File: src/rtl/comparer_serial.sv
// comparer_serial -- bit-serial magnitude comparator with an LED result bank.
//   Purpose : compares two WIDTH-bit operands one bit per clock, MSB first,
//             unsigned or two's-complement, and holds lt/eq/gt on led1..led3.
//   Latency : start accepted at E0, busy for WIDTH cycles (fewer with early
//             exit), done pulses for one cycle with the new result.
//   Backpressure: none; start is only sampled in IDLE, never queued.
//
// Parameters:
//   WIDTH   : operand width, 2..32
//   SIGNED  : 0 = unsigned compare, 1 = two's-complement compare
//   LED_INV : 1 = LEDs active-low (whole led1..led3 pattern inverted)
//
// Ports:
//   clk, rst        : clock, asynchronous active-high reset
//   start           : compare request (IDLE only)
//   a, b            : operands, captured on the accepting edge
//   busy            : high while bits are being examined
//   done            : one-cycle pulse, result valid from the same edge
//   led1/led2/led3  : a<b / a==b / a>b of the last completed compare
//
// Build option:
//   COMPARER_EARLY_EXIT_EN : when defined, the first differing bit ends the
//   compare on that edge; otherwise latency is always WIDTH edges.

module comparer_serial #(
  parameter int WIDTH   = 8,
  parameter int SIGNED  = 0,
  parameter int LED_INV = 0
) (
  input  logic             clk,
  input  logic             rst,
  input  logic             start,
  input  logic [WIDTH-1:0] a,
  input  logic [WIDTH-1:0] b,
  output logic             busy,
  output logic             done,
  output logic             led1,
  output logic             led2,
  output logic             led3
);

  localparam int            CW         = (WIDTH > 1) ? $clog2(WIDTH) : 1;
  localparam logic [CW-1:0] CNT_TOP    = CW'(WIDTH - 1);
  localparam logic [CW-1:0] CNT_ONE    = CW'(1);
  localparam logic          SIGNED_CMP = (SIGNED != 0);
  localparam logic          LED_POL    = (LED_INV != 0);

  typedef enum logic [1:0] {
    S_IDLE  = 2'd0,
    S_SHIFT = 2'd1,
    S_DONE  = 2'd2
  } state_t;

  state_t state_q, state_d;

  // Captured operands and bit pointer
  logic [WIDTH-1:0] a_q, a_d;
  logic [WIDTH-1:0] b_q, b_d;
  logic [CW-1:0]    cnt_q, cnt_d;

  // First-difference flag and its direction (1 = a is smaller)
  logic diff_q, diff_d;
  logic dir_lt_q, dir_lt_d;

  // Held result of the last completed compare
  logic lt_q, lt_d;
  logic eq_q, eq_d;
  logic gt_q, gt_d;

  // Per-edge bit evaluation
  logic bit_a;
  logic bit_b;
  logic bit_ne;
  logic on_sign_bit;
  logic bit_lt;
  logic first_hit;
  logic last_bit;
  logic exit_now;
  logic finish;
  logic fin_diff;
  logic fin_lt;

  assign bit_a       = a_q[cnt_q];
  assign bit_b       = b_q[cnt_q];
  assign bit_ne      = bit_a ^ bit_b;
  assign on_sign_bit = SIGNED_CMP && (cnt_q == CNT_TOP);

  // Only meaningful when the bits differ. Unsigned: b holding the 1 means
  // a is smaller. On a two's-complement sign bit the 1 marks the negative,
  // hence smaller, operand.
  assign bit_lt = on_sign_bit ? bit_a : bit_b;

  // The flag latches only the MSB-most difference; lower bits are ignored.
  assign first_hit = (state_q == S_SHIFT) && bit_ne && !diff_q;
  assign last_bit  = (cnt_q == '0);

`ifdef COMPARER_EARLY_EXIT_EN
  assign exit_now = first_hit;
`else
  assign exit_now = 1'b0;
`endif

  assign finish = (state_q == S_SHIFT) && (last_bit || exit_now);

  // Verdict including the bit examined on the finishing edge itself.
  assign fin_diff = diff_q | bit_ne;
  assign fin_lt   = diff_q ? dir_lt_q : bit_lt;

  // ---------------------------------------------------------------------
  // FSM: state register
  // ---------------------------------------------------------------------
  always_ff @(posedge clk or posedge rst) begin
    if (rst) begin
      state_q <= S_IDLE;
    end else begin
      state_q <= state_d;
    end
  end

  // ---------------------------------------------------------------------
  // FSM: next-state logic
  // ---------------------------------------------------------------------
  always_comb begin
    state_d = state_q;
    case (state_q)
      S_IDLE: begin
        if (start) begin
          state_d = S_SHIFT;
        end
      end
      S_SHIFT: begin
        if (finish) begin
          state_d = S_DONE;
        end
      end
      S_DONE: begin
        state_d = S_IDLE;
      end
      default: begin
        state_d = S_IDLE;
      end
    endcase
  end

  // ---------------------------------------------------------------------
  // FSM: outputs (Moore, straight from the state register)
  // ---------------------------------------------------------------------
  always_comb begin
    busy = 1'b0;
    done = 1'b0;
    case (state_q)
      S_SHIFT: busy = 1'b1;
      S_DONE:  done = 1'b1;
      default: begin
        busy = 1'b0;
        done = 1'b0;
      end
    endcase
  end

  // ---------------------------------------------------------------------
  // Datapath next-state
  // ---------------------------------------------------------------------
  always_comb begin
    a_d      = a_q;
    b_d      = b_q;
    cnt_d    = cnt_q;
    diff_d   = diff_q;
    dir_lt_d = dir_lt_q;
    lt_d     = lt_q;
    eq_d     = eq_q;
    gt_d     = gt_q;

    if (state_q == S_IDLE && start) begin
      a_d      = a;
      b_d      = b;
      cnt_d    = CNT_TOP;
      diff_d   = 1'b0;
      dir_lt_d = 1'b0;
    end

    if (state_q == S_SHIFT) begin
      if (first_hit) begin
        diff_d   = 1'b1;
        dir_lt_d = bit_lt;
      end
      // Saturating decrement: the pointer parks at bit 0.
      if (!last_bit) begin
        cnt_d = cnt_q - CNT_ONE;
      end
      // Result is committed on the edge that enters DONE so that it
      // appears together with the done pulse.
      if (finish) begin
        lt_d = fin_diff & fin_lt;
        gt_d = fin_diff & ~fin_lt;
        eq_d = ~fin_diff;
      end
    end
  end

  // ---------------------------------------------------------------------
  // Datapath registers
  // ---------------------------------------------------------------------
  always_ff @(posedge clk or posedge rst) begin
    if (rst) begin
      a_q      <= '0;
      b_q      <= '0;
      cnt_q    <= '0;
      diff_q   <= 1'b0;
      dir_lt_q <= 1'b0;
      lt_q     <= 1'b0;
      eq_q     <= 1'b0;
      gt_q     <= 1'b0;
    end else begin
      a_q      <= a_d;
      b_q      <= b_d;
      cnt_q    <= cnt_d;
      diff_q   <= diff_d;
      dir_lt_q <= dir_lt_d;
      lt_q     <= lt_d;
      eq_q     <= eq_d;
      gt_q     <= gt_d;
    end
  end

  // After reset no result exists, so all three LEDs show the "off" level.
  assign led1 = lt_q ^ LED_POL;
  assign led2 = eq_q ^ LED_POL;
  assign led3 = gt_q ^ LED_POL;

endmodule

File: config.mk
export PLATFORM = sky130hd
export DESIGN_NAME = comparer_serial
export DESIGN_NICKNAME = d
export VERILOG_FILES = /design/src/rtl/comparer_serial.sv
export SDC_FILE = /design/constraint.sdc
export NUM_CORES = 1
export LEC_CHECK = 0
export CORE_MARGIN = 2
export CORE_UTILIZATION = 41
export CTS_CLUSTER_DIAMETER = 50
export DETAILED_ROUTE_END_ITERATION = 10
export PLACE_DENSITY_LB_ADDON = 0.25
export SYNTH_ARGS = -nofsm -noshare
export SYNTH_HDL_FRONTEND = slang
export SYNTH_SLANG_ARGS = --single-unit
File: constraint.sdc
create_clock -name clk -period 2.5 [get_ports clk]
set_input_delay 0.5 -clock clk [delete_from_list [all_inputs] [get_ports clk]]
set_output_delay 0.5 -clock clk [all_outputs]
set_load 0.01 [all_outputs]
==> flow_summary_export.csv, run 1 <==
group,metric,value,unit
routing,vias,754,
cts,clock-sinks,26,
layout,nets,137,
routing,routed_wl,1960,µm
status,status,"finished, violations left",
sta,period_share,88.4,%
synthesis,synth.ff_latch_count,26,
critical_path,startpoint_type,"flip-flop",
critical_path,crit_path_end_kind,"output port",
cts,cts_made_buffers,3,
sta,max_freq,0.452,GHz
floorplan,core_area,0.00281,mm²
synthesis,async_flop_share,100,%
synthesis,synthCells,90,
power_and_ir_drop,vdd_drop_max,0.000444,V
sta,finalSetupViolCount,0,
routing,dr.pass1.iters,7,
synthesis,synth_nets,111,
floorplan,die_height,58.9,µm
synthesis,syn_avg_cell_area,13.7,µm²
layout,syn_to_final_growth,23.9,%
sta,finalMaxSlewViolations,0,
power_and_ir_drop,leakage,0.628,nW
place,gp_congestion,0.732,
synthesis,synth_top_area_share,52.6,%
global_route,grt_pass1_vias,813,
layout,antenna_cells,0,
critical_path,critPathMaxFanout,6,
cts,clk_path_buf_depth,2,
routing,first_iter_violations,14,
synthesis,yosysMostFrequentCell,"dfrtp_1",
layout,drive_gt1_share,20.9,%
synthesis,synth.largest_area_cell,"dfrtp_1",
critical_path,worst-r2r-cell-count,4,
global_route,grt_pass1_wl,3540,µm
floorplan,rows,19,
sta,fin_crit,2.21,ns
place,port_buffers,23,
routing,viasPerCell,5.16,
global_route,antenna_found_initial,0,
cts,root_buffer,"clkbuf_4",
synthesis,synthTopCellsByArea,"dfrtp_1, mux2_1, mux4_2",
routing,postRouteAntennaNets,0,
global_route,grt_max_degree,27,
synthesis,synth_seq_area_share,52.6,%
routing,wl_per_cell,13.4,µm
synthesis,yosysUniqueCellTypes,28,
cts,insertion_delay,0.32,ns
global_route,grt.overflow.total,0,
critical_path,required,2.00,ns
sta,fin_worst_skew,0.00245,ns
global_route,track_usage,13.8,%
layout,seqCellArea,651,µm²
floorplan,initial_utilization,44.1,%
status,failed_checks,"DRC",
critical_path,critPathArrivalTime,1.71,ns
synthesis,syn_area,0.00124,mm²
sta,fin_tns_setup,0,ns
sta,relSlewSlack,74.8,%
cts,cts_resized,0,
floorplan,ios,24,
sta,rsz0062_at_grt,"false",
synthesis,synth_edf_count,0,
cts,clk_pin_slew_worst_paths,0.14,ns
run,cap_violations,0,
floorplan,die_w,58.9,µm
critical_path,setup.worst_path.class,"flip-flop to output port",
sta,hold_viol,0,
layout,fill_cells,267,
routing,remaining_drc_errors,1,
cts,cts_tree,"yes",
synthesis,synth_ff_type,"dfrtp_1",
layout,multi_input_area,533,µm²
floorplan,die_area,0.00347,mm²
power_and_ir_drop,powerDensity,1210,mW/mm²
cts,hold_buffers,0,
cts,h-tree-depth,1,
cts,post_cts_buffers,0,
place,post-dp-hpwl,1470,µm
place,place_inst,142,
sta,worst_pin_slew,0.376,ns
synthesis,synthTopCellsByCount,"dfrtp_1, mux2_1, mux2_2, inv_1, nor2_1",
layout,layout.cells.non_filler,146,
worst_hold_path,min_path_type,"input port to asynchronous set/reset pin",
synthesis,yosysWarnings,0,
report_power, final:
group	switching [mW]	internal [mW]	total, mW
combinational	0.379	0.493	0.872
clock	0.124	0.0891	0.213
sequential	0.138	0.622	0.761
total	0.642	1.20	1.85
cells in the final DEF, fill, tap and decap left out:
cell             Yosys  final
a21oi_1              4      4
a311oi_1             1      1
a31oi_1              2      2
buf_4                0      2
clkbuf_4             0      3
clkbuf_8             0      1
clkdlybuf4s50_1      0     23
clkinv_2             1      1
dfrtp_1             26     26
ha_1                 2      2
inv_1                5      5
inv_2                1      1
mux2_1              10     10
mux2_2               6      6
mux2i_4              2      2
mux4_2               4      4
nand2_1              2      2
nand3b_1             1      1
nor2_1               5      5
nor2b_1              3      3
nor3_2               1      1
nor3b_1              2      1
nor3b_2              0      1
o21ai_0              1      1
o21bai_1             1      1
o22a_1               1      1
o22ai_1              1      1
o2bb2ai_1            1      1
o31ai_1              1      1
or2b_2               1      1
xor2_2               1      1
final timing paths:
path | start | to | slack, ns
setup / recovery | state_q[1]$_DFFE_PP0P_ | busy | 0.29
hold / removal | rst | b_q[7]$_DFFE_PP0P_ | 0.50
setup reg to reg | cnt_q[2]$_DFF_PP0_ | led2$_DFFE_PP0P_ | 0.70
hold reg to reg | b_q[4]$_DFFE_PP0P_ | b_q[4]$_DFFE_PP0P_ | 0.50
max in group asynchronous | rst | led3$_DFFE_PP0P_ | 1.76
min in group clk | b_q[4]$_DFFE_PP0P_ | b_q[4]$_DFFE_PP0P_ | 0.50
worst max-delay path: stages, from the launching register on:
cell and delay (ns):
dfrtp_1 0.42, or2b_2 0.36, inv_2 0.09, clkdlybuf4s50_1 0.53
sequential cells by signal, summed over array words and instances, names as in the netlist:
register and count:
led2 1, state_q 2, b_q 8, led3 1, diff_q 1, cnt_q 3, dir_lt_q 1, led1 1
a_q 8
metrics by stage:
step	cell area, µm²	util, %	hold slack, ns	power (mW)	setup WS, ns
floorplan	1240	-	0.452	1.46	0.945
global placement	1500	53.3	0.464	1.63	0.647
detailed placement	1500	53.3	0.473	1.66	0.612
CTS	1530	54.6	0.505	1.88	0.274
global route	1530	54.6	0.518	2.01	0.200
finish	1530	54.6	0.498	1.85	0.289
layout make-up:
type | instances | area share (%)
clock buffer | 4 | 2.37
inverter | 7 | 1.80
multi-input combinational | 53 | 34.8
sequential | 26 | 42.5
tap | 31 | 2.53
timing repair buffer | 25 | 16.0
per-layer routing:
metal  up-vias  GRT usage (%)  share of wire (%)
li1        368              -                  -
met1       365           17.0                 43
met2        16           23.8                 51
met3         5           1.98                3.8
met4         0           6.82                2.4
met5         -              0                  0
cell families after synthesis:
group	after synthesis	share of synthesized area [%]
flops	26	52.6
mux	22	25.5
simple gates	15	6.98
compound gates	13	6.88
buf+inv	11	4.66
fa+ha+maj	2	2.02
xor+xnor	1	1.32
No activity file was read; power rests on OpenSTA's default activity.
==> run 2, diff against run 1 <==
- CTS_CLUSTER_SIZE: not set -> 30
- DONT_BUFFER_PORTS: not set -> 1
- SLEW_MARGIN: not set -> 20
==> flow_summary_export.csv, run 2 (synthesis gave the netlist of run 1 again) <==
group,metric,value,unit
cts,cts_resized,0,
power_and_ir_drop,vdd_drop_max,0.000529,V
cts,hold_buffers,0,
sta,hold_viol,0,
layout,reg_top3,"a_q x8, b_q x8, cnt_q x3",
place,place_inst,119,
critical_path,worst-path-buf-inv,0,
cts,cts_tree,"yes",
critical_path,startpoint_type,"flip-flop",
status,status,"finished, violations left",
critical_path,required,2.77,ns
layout,final_common_cell,"dfrtp_1",
floorplan,die_height,58.9,µm
critical_path,worstPathCellList,"mux4_2, mux2i_4, nor3b_1, o22a_1",
global_route,antenna_found_initial,0,
power_and_ir_drop,leakage,0.538,nW
run,cap_violations,0,
place,post-dp-hpwl,1410,µm
cts,clock-sinks,26,
cts,cts_made_buffers,3,
routing,remaining_drc_errors,1,
power_and_ir_drop,p_sw,0.626,mW
layout,nets,114,
power_and_ir_drop,intPower,1.13,mW
place,gp_congestion,0.781,
floorplan,ios,24,
sta,fin_worst_skew,0.00835,ns
floorplan,die_area,0.00347,mm²
cts,clk_path_buf_depth,2,
power_and_ir_drop,p_comb_share,43.8,%
critical_path,critPathArrivalTime,2.09,ns
floorplan,rows,19,
global_route,grt.overflow.total,0,
routing,vias,687,
status,failed_checks,"DRC",
layout,final_cell_mix,"dfrtp_1, mux2_1, mux2_2",
worst_hold_path,min_path_type,"input port to asynchronous set/reset pin",
cts,h-tree-depth,1,
place,port_buffers,0,
routing,wl_per_cell,15.4,µm
critical_path,critical-path-max-stage-delay,0.59,ns
layout,antenna_cells,0,
layout,syn_to_final_growth,5.26,%
global_route,grt_pass1_wl,3300,µm
sta,max_freq,0.549,GHz
critical_path,crit_path_end_kind,"flip-flop",
routing,routed_wl,1900,µm
routing,first_iter_violations,11,
sta,rsz0062_at_grt,"false",
layout,drive_gt1_share,26.1,%
sta,finalSetupViolCount,0,
power_and_ir_drop,seqPwrFrac,44.3,%
global_route,grt_max_degree,27,
routing,dr.pass1.iters,7,
routing,viasPerCell,5.59,
critical_path,setup.worst_path.class,"flip-flop to flip-flop",
floorplan,core_area,0.00281,mm²
cts,post_cts_buffers,0,
sta,period_share,72.9,%
critical_path,crit_family,"multiplexers",
sta,fin_tns_setup,0,ns
global_route,track_usage,12.6,%
sta,worst_pin_slew,0.398,ns
power_and_ir_drop,power_frac_clock,11.9,%
cts,root_buffer,"clkbuf_4",
floorplan,initial_utilization,44.1,%
sta,fin_crit,1.82,ns
power_and_ir_drop,powerDensity,1350,mW/mm²
power_and_ir_drop,swShare,35.7,%
cts,clk_pin_slew_worst_paths,0.14,ns
critical_path,critPathMaxFanout,7,
sta,finalMaxSlewViolations,0,
sta,relSlewSlack,73.3,%
critical_path,cp_slowest_cell,"mux4_2",
layout,fill_cells,249,
layout,layout.cells.non_filler,123,
global_route,grt_pass1_vias,755,
routing,postRouteAntennaNets,0,
cts,insertion_delay,0.31,ns
floorplan,die_w,58.9,µm
## run 2: worst paths after layout
path / startpoint / end / slack, ns / depth (start not counted)
setup / recovery: cnt_q[0]$_DFF_PP0_ / led3$_DFFE_PP0P_ / 0.68 / 4
hold / removal: rst / a_q[5]$_DFFE_PP0P_ / 0.1 / 2
setup reg to reg: cnt_q[0]$_DFF_PP0_ / led3$_DFFE_PP0P_ / 0.68 / 4
hold reg to reg: a_q[7]$_DFFE_PP0P_ / a_q[7]$_DFFE_PP0P_ / 0.50 / 1
max in group asynchronous: rst / cnt_q[2]$_DFF_PP0_ / 2.14 / 2
min in group clk: a[7] / a_q[7]$_DFFE_PP0P_ / 0.30 / 1
## run 2: worst register-to-register path, stage by stage (launching register included)
cell,delay [ns]
dfrtp_1,0.55
mux4_2,0.59
mux2i_4,0.23
nor3b_1,0.27
o22a_1,0.15
## run 2: power by group through the flow
stage	registers [mW]	logic (mW)	clock network (mW)
after floorplan	0.717	0.741	0
after global placement	0.794	0.758	0
after detailed placement	0.796	0.776	0
after CTS	0.786	0.778	0.217
after global routing	0.817	0.845	0.230
final	0.778	0.768	0.209
## run 2: layout make-up
cell class	instances	area [µm²]	share of cell area [%]
Inverter	7	27.5	2.12
Timing Repair Buffer	2	15.0	1.15
Multi-Input combinational cell	53	533	41.0
Sequential cell	26	651	50.0
Tap cell	31	38.8	2.98
Clock buffer	4	36.3	2.79
## run 2: per-layer routing
metal  routed length [µm]  vias to the layer above  GRT usage, %
li1                     -                      319             -
met1                  888                      343          17.1
met2                  887                       21          19.0
met3                   91                        4          3.08
met4                   30                        0          6.17
met5                    0                        -             0
## run 2: metrics by stage
step | power [mW] | setup slack (ns) | util (%) | hold slack (ns) | cell area, µm²
after floorplan | 1.46 | 0.945 | - | 0.452 | 1240
after global placement | 1.55 | 0.695 | 45.1 | 0.462 | 1260
after detailed placement | 1.57 | 0.671 | 45.1 | 0.469 | 1260
after CTS | 1.78 | 0.638 | 46.4 | 0.107 | 1300
after global routing | 1.89 | 0.513 | 46.4 | 0.120 | 1300
final | 1.75 | 0.678 | 46.4 | 0.0978 | 1300
==> edit 1: new RTL, config.mk and constraints of run 2 <==
Put a register stage on the outputs `led1`, `led2` and `led3`, without a reset. The values now appear one clock later. The other outputs are not delayed to match.
--- a/src/rtl/comparer_serial.sv
+++ b/src/rtl/comparer_serial.sv
@@ -224,9 +224,11 @@
   end
 
   // After reset no result exists, so all three LEDs show the "off" level.
-  assign led1 = lt_q ^ LED_POL;
-  assign led2 = eq_q ^ LED_POL;
-  assign led3 = gt_q ^ LED_POL;
+  always_ff @(posedge clk) begin
+    led1 <= lt_q ^ LED_POL;
+    led2 <= eq_q ^ LED_POL;
+    led3 <= gt_q ^ LED_POL;
+  end
 
 endmodule
 
Behaviour: not the same (Yosys sat finds a counterexample within 10 cycles, from zero or initial values and one cycle with rst high).
==> edit 1 against run 2 <==
- routed wire length increased by 2.3%
- power is 10% higher
- utilization is 0.22 points higher
- area after synthesis up 4.9%
- sequential cell count is 3 higher
- clock power increased by 50%
- setup slack improved by 0.067 ns
- maximum frequency is 3.8% higher
- final area increased by 8.5%
- critical path type unchanged
- critical endpoint is now gt_q
- largest power group unchanged
==> edit 1: results (changes against run 2) <==
outcome:
  status: "complete, no violations"
placed_design:
  portBuffers: 0  # unchanged
  pre_cts_ws_ns: 0.7165  # +0.04549 ns
  dp.final_hpwl_um: 1452  # +3.1%
  place_congestion: 0.7638  # -2.2%
global_routing:
  track_usage_pct: 13.10  # +0.47 points
  antenna_found_initial: 0  # unchanged
  grt_max_degree: 27  # unchanged
  grt_pass1_wl_um: 3249  # -1.5%
  grt_pass1_vias: 755  # unchanged
route:
  avgViaCountPerCell: 5.035  # -9.9%
  first_pass_iters: 4  # -3
  first_iter_violations: 10  # -1
  wl_per_cell_um: 13.58  # -12%
clocking:
  cts_buffers: 5  # +2
  insertion_delay_ns: 0.32
  cts_setup_buffers: 0  # unchanged
  h-tree-depth: 2  # +1
  clkSlewWorstSetupHoldPaths_ns: 0.09  # -0.05 ns
  cts_root_buf: "clkbuf_4"
  ctsResizeCount: 0  # unchanged
  clockBufferDepth: 2  # unchanged
yosys:
  ys_seq_area_share_pct: 54.83  # +2.2 points
  synthFlopType: "dfrtp_1"
  synth_common_cells: "dfrtp_1 (26), mux2_1 (10), mux2_2 (6)"
  synth_nets: 114  # +2.7%
  yosys_warnings: 0  # unchanged
  synthArstFlopShare_pct: 89.66  # -10 points
  yosys-top-cells-area: "dfrtp_1 (50%), mux2_1 (8.7%), mux4_2 (6.9%)"
  netlist-cell-type-count: 29  # +3.6%
setup_path:
  crit_fanout: 7  # unchanged
  critPathArrivalTime_ns: 2.02  # -0.07 ns
cells_and_area:
  reg.largest.list: "a_q x8, b_q x8, cnt_q x3"
  num_antenna_cells: 0  # unchanged
  nets: 119  # +4.4%
  drive_gt1_share_pct: 28.28  # +2.2 points
sta:
  finalClockSkew_ns: 0.007158  # -0.001189 ns
  drv_slew: 0  # unchanged
  relSlewSlack_pct: 71.33  # -2.0 points
worst_hold_path:
  hold_path.class: "primary input to async pin"
power_and_ir_drop:
  p_leak_nw: 0.5838  # +8.4%
  peakVddDrop_mv: 0.6338  # +20%
==> edit 1: changes by cell type after synthesis, sizes merged <==
| cell | before | now |
|---|---|---|
| dfxtp | 0 | 3 |
==> edit 1: path summary, 6_finish.rpt <==
path / start / end / slack (ns) / depth (start not counted)
setup / recovery: cnt_q[0] / gt_q / 0.74 / 4
hold / removal: rst / lt_q / 0.11 / 2
setup reg to reg: cnt_q[0] / gt_q / 0.74 / 4
hold reg to reg: gt_q / led3 / 0.37 / 0
max in group asynchronous: rst / b_q[3] / 2.15 / 2
min in group clk: a[3] / a_q[3] / 0.31 / 1
==> edit 1: report_power, final <==
group          switching, W  internal, W  total (W)
sequential         0.000160     0.000695   0.000855
combinational      0.000347     0.000417   0.000764
clock              0.000151     0.000163   0.000314
total              0.000658      0.00127    0.00193
==> edit 1: layout make-up <==
class,instances,area (sq um)
timing repair buffer,2,15.01
tap,44,55.05
multi-input combinational,53,533.0
clock inverter,1,5.005
fill,269,1617
clock buffer,7,65.06
sequential,29,710.7
inverter,7,27.53
==> edit 1: kinds of logic (layout without fill, tap and decap cells) <==
family	after synthesis	in the layout	synth area share, %
AO/OA/AOI/OAI	13	13	6.564
XOR/XNOR	1	1	1.255
adder cells (fa/ha/maj)	2	2	1.930
buffers and inverters	11	17	4.440
flip-flops	29	29	54.83
multiplexers	22	22	24.32
AND/OR/NAND/NOR	15	15	6.661
==> edit 1: routing by layer <==
| metal | vias up | wire, um | GRT usage [%] | part of all wire [%] |
|---|---|---|---|---|
| li1 | 338 | - | - | - |
| met5 | - | 0 | 0 | 0 |
| met3 | 6 | 127 | 7.143 | 6.5 |
| met2 | 20 | 916 | 19.88 | 47 |
| met1 | 356 | 842 | 14.43 | 43 |
| met4 | 0 | 55 | 7.619 | 2.8 |
==> edit 1: per-stage QoR <==
stage	hold slack [ns]	instances	cell area, sq um
floorplan	0.3472	93	1296
global placement	0.3566	135	1341
detailed placement	0.3546	135	1341
CTS	0.1088	143	1411
global route	0.1283	143	1411
finish	0.1082	143	1411
==> edit 1: critical path, cell delays in order, from the launching register on <==
cell	delay, ns
dfrtp_1	0.53
mux4_2	0.58
mux2i_4	0.23
nor3b_1	0.22
o22a_1	0.14
==> edit 2: new RTL, settings of run 2 <==
Without the edit above. Change the parameter `SIGNED` from 0 to 1. Comments in the files are not updated.
--- a/src/rtl/comparer_serial.sv
+++ b/src/rtl/comparer_serial.sv
@@ -24,7 +24,7 @@
 
 module comparer_serial #(
   parameter int WIDTH   = 8,
-  parameter int SIGNED  = 0,
+  parameter int SIGNED  = 1,
   parameter int LED_INV = 0
 ) (
   input  logic             clk,
Behaviour: not the same (a bounded check fails within 10 cycles, from zero or initial values and one cycle with rst high).
==> edit 2 against run 2 <==
- area after synthesis up 4.6%
- power increased by 8.0%
- synthesized cell count rose by 8.9%
- combinational power is 16% higher
- sequential share of layout area is 2.9 points lower
- utilization shrank 0.81 points
- sequential cell count is the same
- global-route usage increased by 0.54 points
- setup slack worse by 0.22 ns
- final area grew 6.1%
- routed wire length up 1.7%
- critical endpoint unchanged
- highest routed layer unchanged
==> edit 2: results (changes against run 2) <==
setup_path:
  r2r_cells: 5  # +1
  critPathArrivalTime_ns: 2.27  # +0.18 ns
  r2r_end: "led3"
  r2r_slack_ns: 0.45  # -0.22 ns
  crit_fanout: 9  # +2
global_routing:
  grt_pass1_wl_um: 3484  # +5.6%
  grt_max_degree: 27  # unchanged
  track_usage_pct: 13.16  # +0.54 points
  grt_pass1_vias: 808  # +7.0%
route:
  wl_per_cell_um: 13.40  # -13%
  drt_wl_total_um: 1930  # +1.7%
  first_iter_violations: 13  # +2
  vias: 737  # +7.3%
  first_pass_iters: 4  # -3
cells_and_area:
  fill_cells: 277  # +11%
  num_antenna_cells: 0  # unchanged
  drive_gt1_share_pct: 28.00  # +1.9 points
yosys:
  synth_nets: 120  # +8.1%
  synthArstFlopShare_pct: 100.0  # unchanged
  yosys-top-cells-area: "dfrtp_1 (50%), mux2_2 (12%), mux4_1 (6.1%)"
  synth_common_cells: "dfrtp_1 (26), mux2_2 (14), nand2_1 (8)"
  synth_cells: 98  # +8.9%
  netlist-cell-type-count: 30  # +7.1%
placed_design:
  dp.cells: 140  # +18%
  dp.final_hpwl_um: 1476  # +4.9%
sta:
  relSlewSlack_pct: 76.04  # +2.7 points
  finalClockSkew_ns: 0.002053  # -0.006294 ns
outcome:
  status: "complete, no violations"
power_and_ir_drop:
  p_leak_nw: 0.5910  # +9.8%
  peakVddDrop_mv: 0.5960  # +13%
clocking:
  h-tree-depth: 1  # unchanged
[edit 2: changes by cell type after synthesis, moves of 2 or more]
cell,run 2,this run
mux4_2,4,2
mux4_1,0,3
o31ai_1,1,4
mux2_1,10,2
nand2_1,2,8
nand2b_1,0,2
mux2_2,6,14
[edit 2: power by group]
| part | switching (W) | leakage [nW] | total [W] | internal, W |
|---|---|---|---|---|
| logic | 0.000409 | 0.261 | 0.000894 | 0.000485 |
| registers | 0.000174 | 0.309 | 0.000796 | 0.000622 |
| clock network | 0.000116 | 0.0210 | 0.000205 | 0.0000890 |
[edit 2: area by class of cell]
cell class	instances	area, sq um	area share, %
Sequential cell	26	650.6	47.14
Clock buffer	4	36.28	2.629
Inverter	6	22.52	1.632
Tap cell	44	55.05	3.989
Multi-Input combinational cell	62	600.6	43.52
Timing Repair Buffer	2	15.01	1.088
[edit 2: cell families (layout without fill, tap and decap cells)]
| kind of cell | after synthesis | after routing | share of synthesized area (%) |
|---|---|---|---|
| multiplexers | 23 | 23 | 27.01 |
| buffers and inverters | 10 | 12 | 3.581 |
| XOR/XNOR | 1 | 1 | 1.259 |
| flip-flops | 26 | 26 | 50.34 |
| adder cells (fa/ha/maj) | 3 | 3 | 2.904 |
| AO/OA/AOI/OAI | 12 | 12 | 6.389 |
| AND/OR/NAND/NOR | 23 | 23 | 8.519 |
[edit 2: how the worst max path moves through the flow]
stage,startpoint,endpoint
2_1_floorplan,cnt_q[0],led1
3_3_place_gp,cnt_q[0],led1
3_5_place_dp,cnt_q[0],led3
4_1_cts,cnt_q[0],led3
5_1_grt,cnt_q[0],led3
6_report,cnt_q[0],led3
[edit 2: critical path: stages (launching register included)]
cell and delay, ns:
dfrtp_1 0.58, mux4_1 0.66, mux2i_4 0.21, xor2_2 0.22, nor2_2 0.06, o31ai_1 0.23
[edit 2: per-stage QoR]
stage | area [sq um] | setup slack (ns) | hold slack, ns | power [W]
after global routing | 1380 | 0.3463 | 0.1073 | 0.002064
after CTS | 1380 | 0.4252 | 0.1001 | 0.001931
after global placement | 1344 | 0.5575 | 0.4604 | 0.001682
final | 1380 | 0.4532 | 0.1061 | 0.001896
after floorplan | 1292 | 0.7141 | 0.4532 | 0.001572
after detailed placement | 1344 | 0.4513 | 0.4706 | 0.001717
[edit 2: layer usage]
layer	wire (um)	vias up	part of all wire, %	GRT usage (%)
li1	-	354	-	-
met1	864	365	45	15.86
met2	958	16	50	22.05
met3	93	2	4.8	5.411
met4	13	0	0.67	2.857
met5	0	-	0	0
